File: config.mk
export PLATFORM = sky130hd
export DESIGN_NAME = config_loader
export DESIGN_NICKNAME = d
export VERILOG_FILES = /design/src/rtl/config_loader.sv
export SDC_FILE = /design/constraint.sdc
export NUM_CORES = 1
export LEC_CHECK = 0
export CAP_MARGIN = 20
export CORE_MARGIN = 2
export CORE_UTILIZATION = 58
export DETAILED_ROUTE_END_ITERATION = 10
export PLACE_DENSITY = 0.83
export SETUP_SLACK_MARGIN = 0.02
export SYNTH_ARGS = -nofsm -noshare
export SYNTH_HDL_FRONTEND = slang
export SYNTH_SLANG_ARGS = --single-unit
File: constraint.sdc
create_clock -name clock -period 6.1 [get_ports clock]
set_input_delay 0.61 -clock clock [delete_from_list [all_inputs] [get_ports clock]]
set_output_delay 0.61 -clock clock [all_outputs]
set_load 0.02 [all_outputs]
File: src/rtl/config_loader.sv
// Serial configuration loader: shifts an LSB-first word into a shadow register,
// checks an even-parity trailer bit, and only then commits the word to the tile bus.
module config_loader #(
   parameter int CONFIG_WIDTH = 24
) (
   input  logic                    clock,
   input  logic                    reset,
   input  logic                    load_start,
   input  logic                    bit_in,
   input  logic                    bit_valid,
   output logic                    bit_ready,
   output logic [CONFIG_WIDTH-1:0] config_out,
   output logic                    config_valid,
   output logic                    busy,
   output logic                    error
);

   localparam int CNT_W = $clog2(CONFIG_WIDTH + 1);
   localparam logic [CNT_W-1:0] LAST_BIT = CNT_W'(CONFIG_WIDTH - 1);

   typedef enum logic [2:0] {
      ST_IDLE,
      ST_SHIFT,
      ST_PARITY,
      ST_DONE,
      ST_ERROR
   } state_t;

   state_t                  state;
   state_t                  next_state;
   logic [CONFIG_WIDTH-1:0] shadow;
   logic [CNT_W-1:0]        count;
   logic                    accept;
   logic                    parity_ok;

   // Next-state logic; load_start restarts from any state and beats a same-cycle bit.
   always_comb begin
      next_state = state;
      bit_ready  = (state == ST_SHIFT) || (state == ST_PARITY);
      busy       = bit_ready;
      accept     = bit_valid && bit_ready && !load_start;
      parity_ok  = ~((^shadow) ^ bit_in);

      if (load_start) begin
         next_state = ST_SHIFT;
      end else begin
         case (state)
            ST_SHIFT: begin
               if (accept && (count == LAST_BIT)) begin
                  next_state = ST_PARITY;
               end
            end
            ST_PARITY: begin
               if (accept) begin
                  next_state = parity_ok ? ST_DONE : ST_ERROR;
               end
            end
            default: next_state = state;
         endcase
      end
   end

   // The committed word only moves on a good parity bit, so the tile never sees a partial load.
   always_ff @(posedge clock) begin
      if (reset) begin
         state        <= ST_IDLE;
         shadow       <= '0;
         count        <= '0;
         config_out   <= '0;
         config_valid <= 1'b0;
         error        <= 1'b0;
      end else begin
         state <= next_state;
         if (load_start) begin
            count        <= '0;
            config_valid <= 1'b0;
            error        <= 1'b0;
         end else if (accept && (state == ST_SHIFT)) begin
            shadow <= {bit_in, shadow[CONFIG_WIDTH-1:1]};
            count  <= count + CNT_W'(1);
         end else if (accept && (state == ST_PARITY)) begin
            if (parity_ok) begin
               config_out   <= shadow;
               config_valid <= 1'b1;
            end else begin
               error <= 1'b1;
            end
         end
      end
   end

endmodule

==> results of run 1 <==
[registers in the layout, summed over array words and instances, names as in the netlist]
register,flops
config_out,24
shadow,24
count,5
state,3
config_valid,1
error,1
[power by group through the flow]
stage | combinational [mW] | sequential (mW) | clock (mW)
floorplan | 0.0217 | 0.389 | 0
global placement | 0.0275 | 0.389 | 0
detailed placement | 0.0276 | 0.389 | 0
CTS | 0.0277 | 0.380 | 0.443
global route | 0.0299 | 0.380 | 0.460
finish | 0.0275 | 0.380 | 0.436
[cell usage in the layout (no fill, tap or decap)]
master	netlist	layout
a21oi_1	26	26
or3_1	1	1
xnor3_2	1	1
xnor2_1	18	18
nand4_1	3	3
or2b_1	1	1
ha_1	1	1
a211oi_1	1	1
dfxtp_1	58	58
xnor2_2	1	1
xor2_1	5	5
or2_2	1	1
buf_2	0	1
xnor3_1	1	1
and3_1	1	1
bufinv_16	0	3
clkdlybuf4s50_1	0	31
inv_1	1	1
mux2i_1	24	24
nand3_1	2	2
clkinv_2	0	2
clkbuf_8	0	11
nor2_8	1	1
nand2b_1	48	48
nand2_1	54	54
nor2b_1	3	3
o21a_1	3	3
nor2_1	7	7
a221oi_2	1	1
[cells in the mapped netlist]
| library cell | count | share of area [%] |
|---|---|---|
| xnor2_1 | 18 | 6.2 |
| ha_1 | 1 | 0.49 |
| or2_2 | 1 | 0.24 |
| xnor2_2 | 1 | 0.63 |
| a211oi_1 | 1 | 0.29 |
| a21oi_1 | 26 | 5.1 |
| buf_4 | 1 | 0.29 |
| xnor3_2 | 1 | 0.93 |
| or2b_1 | 1 | 0.29 |
| nor2_8 | 1 | 0.78 |
| a221oi_2 | 1 | 0.59 |
| nand3_1 | 2 | 0.39 |
| buf_6 | 2 | 0.88 |
| xnor3_1 | 1 | 0.88 |
| buf_1 | 1 | 0.15 |
| or3_1 | 1 | 0.24 |
| inv_1 | 1 | 0.15 |
| nor2b_1 | 3 | 0.73 |
| nand4_1 | 3 | 0.73 |
| mux2i_1 | 24 | 9.4 |
| dfxtp_1 | 58 | 45 |
| and3_1 | 1 | 0.24 |
| nand2b_1 | 48 | 12 |
| nor2_1 | 7 | 1.0 |
| xor2_1 | 5 | 1.7 |
| clkbuf_1 | 13 | 1.9 |
| o21a_1 | 3 | 0.88 |
| nand2_1 | 54 | 7.9 |
[layout make-up]
| class | count | area, um^2 | share of cell area (%) |
|---|---|---|---|
| Clock inverter | 5 | 100 | 3.22 |
| Sequential cell | 58 | 1160 | 37.3 |
| Inverter | 1 | 3.75 | 0.121 |
| Timing Repair Buffer | 32 | 315 | 10.1 |
| Tap cell | 52 | 65.1 | 2.09 |
| Multi-Input combinational cell | 204 | 1320 | 42.3 |
| Clock buffer | 11 | 151 | 4.87 |
[critical path, delay by kind of cell]
family        cells  cell delay [ps]
xor+xnor          4             1060
mux               1              260
buf+inv           1              440
simple gates      1              460
[stage by stage]
step                power (mW)  cells  setup slack (ps)
finish                   0.844    363              3510
global route             0.870    363              3370
CTS                      0.851    363              3500
detailed placement       0.416    347              3160
global placement         0.416    347              3200
floorplan                0.410    280              3900
[cells by family after synthesis]
kind of cell             count (synthesis)
AND/OR/NAND/NOR                        122
multiplexers                            24
adder cells (fa/ha/maj)                  1
AO/OA/AOI/OAI                           31
XOR/XNOR                                26
flip-flops                              58
buffers and inverters                   18
[worst max-delay path by stage]
| stage | from | to | slack (ps) | depth (start not counted) |
|---|---|---|---|---|
| after global placement | bit_in | config_out[2] | 3200 | 7 |
| after floorplan | bit_in | state[0] | 3900 | 6 |
| after detailed placement | bit_in | config_out[13] | 3160 | 7 |
| after global routing | bit_in | config_out[12] | 3370 | 7 |
| after CTS | bit_in | config_out[7] | 3500 | 7 |
| final | bit_in | config_out[7] | 3510 | 7 |
[per-layer routing]
metal  GRT usage, %  part of all wire, %
met1           24.7                   49
met2           32.8                   45
met3           6.06                  4.6
met4           9.62                  1.5
met5              0                    0
==> metrics, run 1 <==
status=complete, no violations; Area Growth Syn to Fin=21.4%; Yosys reg bits=58; Final Cycle Share=42.5%; worst-margin pin slew=around 1100 ps; CP arrival=about 2800 ps; post-synthesis compound-gate area fraction=under 10%; Reg2Reg Setup Slack=3890 ps; Critical Path, Cell by Cell=clkdlybuf4s50_1, xnor2_1, xnor2_1, xnor3_1, xnor3_2, nor2_8, mux2i_1; Total Routing Usage GR=between 20% and 30%; # clock sinks=between 50 and 60; Crit-path slowest cell=nor2_8; TritonCTS clock tree=built; Cells after Synth=280; # setup viols final=0; worst hold path depth=2; final core utilization=72.5%; Crit Path Category=in2reg; post-synth net total=around 290; H-Tree Level Count=3; largest net degree at the start of global routing=76; wire length per cell=between 10 and 15 um; post-route design area=between 3000 and 4000 um^2; hold_sp=config_out[1]; n_diodes=0; iteration-0 DRC count of the detailed router=a little under 100; register area share after synthesis=~45%; post-route ant nets=0; terminus of the critical flop-to-flop path=config_out[7]; worst-path fanout max=25; CTS Hold Bufs=0; PortBufs=32; simple-gate share of the synthesized area=24.3%; P_sw=about 0.16 mW; Min Clock Period, post-route=around 2600 ps; drt via density=5.25; Comb pwr share=3.3%; fill cell count=325; sequential share of power=a little under half; achievable frequency=386 MHz; FF-to-FF path depth=6; multiplexer share of the synthesized area=under 10%; vias in the first global route=about 1800; DP Wirelength=~2700 um; Initial Utilization=59.7%; post-synth cell types=28; combinational family with the most area after synthesis=simple AND/OR/NAND/NOR gates; syn avg cell area=between 9 and 10 um^2; TNS Setup=0 ps; post-CTS resize count=0; Hold WS=between 400 and 500 ps; global-route wire length before repair=a little under 8000 um; worst clock skew=slightly above 4 ps; Placement Cell Area=2860 um^2; xor-xnor portion of the synthesized cell area=between 10% and 20%; setup bufs post-CTS=0; DIE WIDTH=70.5 um; CTS root buffer=clkbuf_8; power per cell area=271 nW/um^2; I/O pins=33; clock buffer depth=2; Post-Synth Adder-Cell Area=less than 1%; worst skew pair latency=330 ps; # rows=24; Slew Viols, Final=0; Worst Setup Start Kind=primary input; relative slew slack=slightly below 30%; Pre-antenna DRT Iters=4; via count=about 1900; Max stage delay on crit path=about 460 ps; Setup crit end kind=flop; Pleak=around 1 nW; r2r startpoint=shadow[1]; Hold Path Sink=config_out[1]; RSZ-0062 raised after global routing=no; # nets final=312; mapped cell area=2560 um^2; Net Sw Frac=between 10% and 20%; Clk network pwr share=about half; initial antenna violation count=0; CP required=roughly 6400 ps; critical path's most frequent cell=xnor2_1; Final GP Congestion=~0.76; Num CTS Buffers=9; DRC errors left=0; max cap viols=0; share of cells above drive strength 1=about 7.1%; min-delay worst type=reg2reg; P_int=around 0.7 mW; die area=4970 um^2; final wirelength=4510 um; Synth warnings=0; Max VDD drop=between 0.2 and 0.25 mV; Reg clk slew, reported paths=about 60 ps; Fin. Hold Viols=0; Die H=70.5 um; GR Overflow Total=0; Core ar.=between 4000 and 5000 um^2
No activity file was read; power rests on OpenSTA's default activity.
==> run 2, diff against run 1 <==
- CORE_UTILIZATION: 58 -> 49
- PLACE_DENSITY: 0.83 -> 0.75
- clock period: 6.1 -> 2.31 ns (I/O delays scaled with it)
==> metrics, run 2 (synthesized netlist as in run 1, its figures left out) <==
status=complete, no violations (unchanged); initial antenna violation count=0 (unchanged); commonest non-fill, non-tap cell in the layout=dfxtp_1 (unchanged); setup bufs post-CTS=0 (unchanged); terminus of the critical flop-to-flop path=state[0] (was config_out[7]); iteration-0 DRC count of the detailed router=95 (was 99); Max VDD drop=0.364 mV (was 0.232 mV); post-route ant nets=0 (unchanged); max cap viols=0 (unchanged); Total Routing Usage GR=17.7% (was 20.3%); Setup crit end kind=flop (unchanged); CP required=2570 ps (was 6350 ps); DRC errors left=0 (unchanged); cell family with most CP delay=XOR/XNOR gates (unchanged); biggest regs=config_out: 24 flops, shadow: 24 flops, count: 5 flops (unchanged); Final GP Congestion=0.774 (was 0.757); worst-margin pin slew=958 ps (was 1060 ps); Critical Path, Cell by Cell=xnor2_1, xnor2_1, xnor3_1, xnor3_2, or3_1, a221oi_2 (was clkdlybuf4s50_1, xnor2_1, xnor2_1, xnor3_1, xnor3_2, nor2_8, mux2i_1); I/O pins=33 (unchanged); Crit Path Category=reg2reg (was in2reg); fin worst setup slack=283 ps (was 3510 ps); Min Clock Period, post-route=between 2000 and 2500 ps; drt via density=4.91 (was 5.25); final core utilization=62.9% (was 72.5%); # rows=26 (was 24); GR Overflow Total=0 (unchanged); worst-path fanout max=4 (was 25); min-delay worst type=reg2reg (unchanged); Pleak=1.05 nW (was 1.03 nW); Reg clk slew, reported paths=70 ps (was 60 ps); Core ar.=5070 um^2 (was 4290 um^2); FF-to-FF path depth=6 (unchanged); CP arrival=2280 ps (was 2840 ps); Initial Utilization=50.5% (was 59.7%); Worst Setup Start Kind=flop (was primary input); Die H=76.3 um (was 70.5 um); # setup viols final=0 (unchanged); Final Cycle Share=87.8%; Slew Viols, Final=0 (unchanged); vias in the first global route=1844 (was 1798); power per cell area=684 nW/um^2 (was 271 nW/um^2); Worst Setup SP=shadow[21] (was bit_in); TritonCTS clock tree=built (unchanged); Fin. Hold Viols=0 (unchanged); CTS root buffer=clkbuf_8 (unchanged); H-Tree Level Count=3 (unchanged); critical path's most frequent cell=xnor2_1 (unchanged); worst skew pair latency=340 ps (was 330 ps); Reg2Reg Setup Slack=280 ps (was 3890 ps); RSZ-0062 raised after global routing=no (unchanged); Crit-path slowest cell=dfxtp_1 (was nor2_8); final wirelength=4670 um (was 4510 um); Num CTS Buffers=9 (unchanged); PortBufs=32 (unchanged); global-route wire length before repair=8220 um (was 7910 um); Hold WS=470 ps (was 469 ps); CTS Hold Bufs=0 (unchanged); DIE WIDTH=76.3 um (was 70.5 um); die area=5820 um^2 (was 4970 um^2); worst slack at placement=-47.9 ps (was 3160 ps); Max stage delay on crit path=430 ps (was 460 ps); commonest cells after routing, fill and taps aside=dfxtp_1, nand2_1, nand2b_1 (unchanged); n_diodes=0 (unchanged); Area Growth Syn to Fin=24.5% (was 21.4%); post-CTS resize count=0 (unchanged); largest net degree at the start of global routing=72 (was 76); r2r startpoint=shadow[21] (was shadow[1]); clock buffer depth=2 (unchanged); # nets final=318 (was 312); via count=1899 (was 1906); relative slew slack=36.2% (was 29.6%); share of cells above drive strength 1=8.83% (was 7.07%); Pre-antenna DRT Iters=5 (was 4); achievable frequency=roughly 490 MHz; Setup crit end=state[0] (was config_out[7]); # clock sinks=58 (unchanged); DP Wirelength=3040 um (was 2700 um); WP depth=6 (was 7); CP bufs+invs=0 (was 1); wire length per cell=12.1 um (was 12.4 um); worst clock skew=8.60 ps (was 4.11 ps)
-- run 2: area by class of cell --
cell class	count	area, um^2
fillers	446	1880
multi-input cells	204	1320
flip-flops and latches	58	1160
repair buffers	38	385
clock buffers	12	165
well taps	70	87.6
clock inverters	4	72.6
inverters	1	3.75
-- run 2: worst min-delay path by stage --
| stage | depth (start not counted) | slack (ps) | startpoint | end |
|---|---|---|---|---|
| finish | 2 | 470 | config_out[5] | config_out[5] |
| CTS | 2 | 480 | config_out[0] | config_out[0] |
| global route | 2 | 490 | config_out[23] | config_out[23] |
| floorplan | 2 | 370 | bit_in | shadow[23] |
| global placement | 2 | 460 | config_out[7] | config_out[7] |
| detailed placement | 2 | 460 | config_out[0] | config_out[0] |
-- run 2: metal layers --
layer,vias up,GRT usage [%],part of all wire [%]
li1,974,-,-
met1,876,23.0,48
met2,39,27.3,46
met3,10,3.67,4.0
met4,0,10.4,2.4
met5,-,0,0
-- run 2: stage by stage --
stage	total power [mW]	setup TNS (ps)	std cells	area (um^2)
2_1_floorplan	1.08	0	280	2560
5_1_grt	2.26	0	387	3190
3_5_place_dp	1.10	-62.0	371	2950
6_report	2.18	0	387	3190
4_1_cts	2.20	0	387	3190
3_3_place_gp	1.10	-47.5	371	2950
-- run 2: power breakdown --
group / leakage (nW) / internal (mW) / switching, mW
Clock: 0.119 / 0.694 / 0.406
Sequential: 0.467 / 1.00 / 0.00266
Combinational: 0.468 / 0.0353 / 0.0416
Total: 1.05 / 1.73 / 0.450
-- run 2: worst register-to-register path: stages, from the launching register on --
cell and delay, ps:
dfxtp_1 430, xnor2_1 160, xnor2_1 170, xnor3_1 350
xnor3_2 290, or3_1 340, a221oi_2 200
==> RTL edit: new RTL, settings of run 2 <==
Set the parameter `CONFIG_WIDTH` to 12 (it was 24).
--- a/src/rtl/config_loader.sv
+++ b/src/rtl/config_loader.sv
@@ -1,7 +1,7 @@
 // Serial configuration loader: shifts an LSB-first word into a shadow register,
 // checks an even-parity trailer bit, and only then commits the word to the tile bus.
 module config_loader #(
-   parameter int CONFIG_WIDTH = 24
+   parameter int CONFIG_WIDTH = 12
 ) (
    input  logic                    clock,
    input  logic                    reset,
Ports: changed (resized config_out); port bits go from 33 to 21. The function was not compared with the original's and may differ.
==> RTL edit against run 2 <==
- the flow now finishes with violations (design-rule violations)
- combinational power decreased by 26%
- wire length decreased by 48%
- largest cell class unchanged
- critical endpoint is now config_out[0]
- sequential power decreased by 43%
- worst setup slack improved by 0.12 ns
- final cell count decreased by 49%
- sequential cell count decreased by 25
- total power decreased by 58%
- clock skew decreased by 0.0019 ns
- area after synthesis decreased by 42%
- final area decreased by 45%
- first-iteration DRC count decreased by 67%
==> RTL edit: results (changes against run 2) <==
min_path:
  min-delay-start: "error"
  min_path_cells: 1  # -1
grt:
  grt_pass1_wl_mm: 4.22  # -49%
  first_global_vias: 954  # -48%
  grt.total_usage_pct: 16.5  # -1.2 points
synth:
  ys_types: 27  # -3.6%
  syn_nets: 149  # -48%
  ys_seq_area_share_pct: 44.8  # -0.49 points
  ys_top_cells_by_area: "dfxtp_1 45%, mux2i_1 17%, nand2b_1 9.3%, nor2_1 5.1%, xnor2_1 4.8%"
  synthAdderAreaFrac_pct: 0.849  # +0.36 points
  synth.top_cell.area_share_pct: 44.8  # -0.49 points
clock_network:
  cts_max_level: 2  # -1
  insertion_delay_ns: 0.32  # -0.02 ns
  clk_pin_slew_ns: 0.09  # +0.02 ns
  cts_root_buf: "clkbuf_4"
run_status:
  violations: "design-rule violations"
  status: "finished, violations left"
layout:
  reg_top3: "config_out (12), shadow (12), count (4)"
  fillers: 237  # -47%
power_and_ir_drop:
  ir_drop_mv: 0.341  # -6.3%
  leakage_nw: 0.692  # -34%
routing:
  drt_iter0_markers: 31  # -67%
  firstDrtPassIters: 7  # +2
  routed_wl_mm: 2.42  # -48%
  drc: 3  # +3
worst_setup_path:
  crit_arrival_ns: 2.16  # -0.12 ns
  cp_max_fo: 13  # +9
  r2r_start: "shadow[2]"
placed_design:
  hpwl_mm: 1.78  # -41%
RTL edit: how the worst max path moves through the flow:
stage	to	slack [ns]
5_1_grt	config_out[1]	0.23
3_5_place_dp	config_out[0]	0.1
4_1_cts	config_out[0]	0.36
6_report	config_out[0]	0.40
2_1_floorplan	config_valid	0.49
3_3_place_gp	config_out[6]	0.18
RTL edit: metal layers:
layer  GRT usage (%)  vias to the layer above  share of wire, %
li1                -                      516                 -
met1            19.7                      466                46
met2            26.7                       16                48
met3            5.93                        6               4.5
met4            6.82                        0               1.7
met5               0                        -                 0
RTL edit: cells by family after synthesis:
kind of cell               after synthesis
AOI/OAI and AO/OA                        8
xor gates and xnor gates                12
adders and majority gates                1
buffers and inverters                   10
DFF                                     33
muxes                                   25
and+or+nand+nor                         54
RTL edit: area by class of cell:
type                            instances  share of cell area [%]
Sequential cell                        33                    37.8
Inverter                                2                   0.430
Multi-Input combinational cell        100                    42.8
Clock buffer                            5                    2.15
Clock inverter                          1                   0.287
Tap cell                               31                    2.22
Timing Repair Buffer                   25                    14.3
RTL edit: critical path: stages, from the launching register on:
cell     delay [ns]
dfxtp_1        0.37
xnor3_1        0.41
xnor3_2        0.24
xnor2_1        0.22
and3_1         0.24
buf_12         0.16
mux2i_1        0.20
RTL edit: report_power, final:
part           total [mW]  internal [mW]  switching [mW]
registers           0.573          0.571         0.00250
clock network       0.277          0.105           0.172
logic              0.0571         0.0305          0.0266
RTL edit: through the flow:
stage | instances | hold slack, ns | utilization, % | cell area (um2)
final | 197 | 0.469 | 62.3 | 1750
after global routing | 197 | 0.498 | 62.3 | 1750
after CTS | 197 | 0.476 | 62.3 | 1750
after detailed placement | 191 | 0.455 | 60.7 | 1700
after global placement | 191 | 0.449 | 60.7 | 1700
after floorplan | 143 | 0.375 | - | 1470
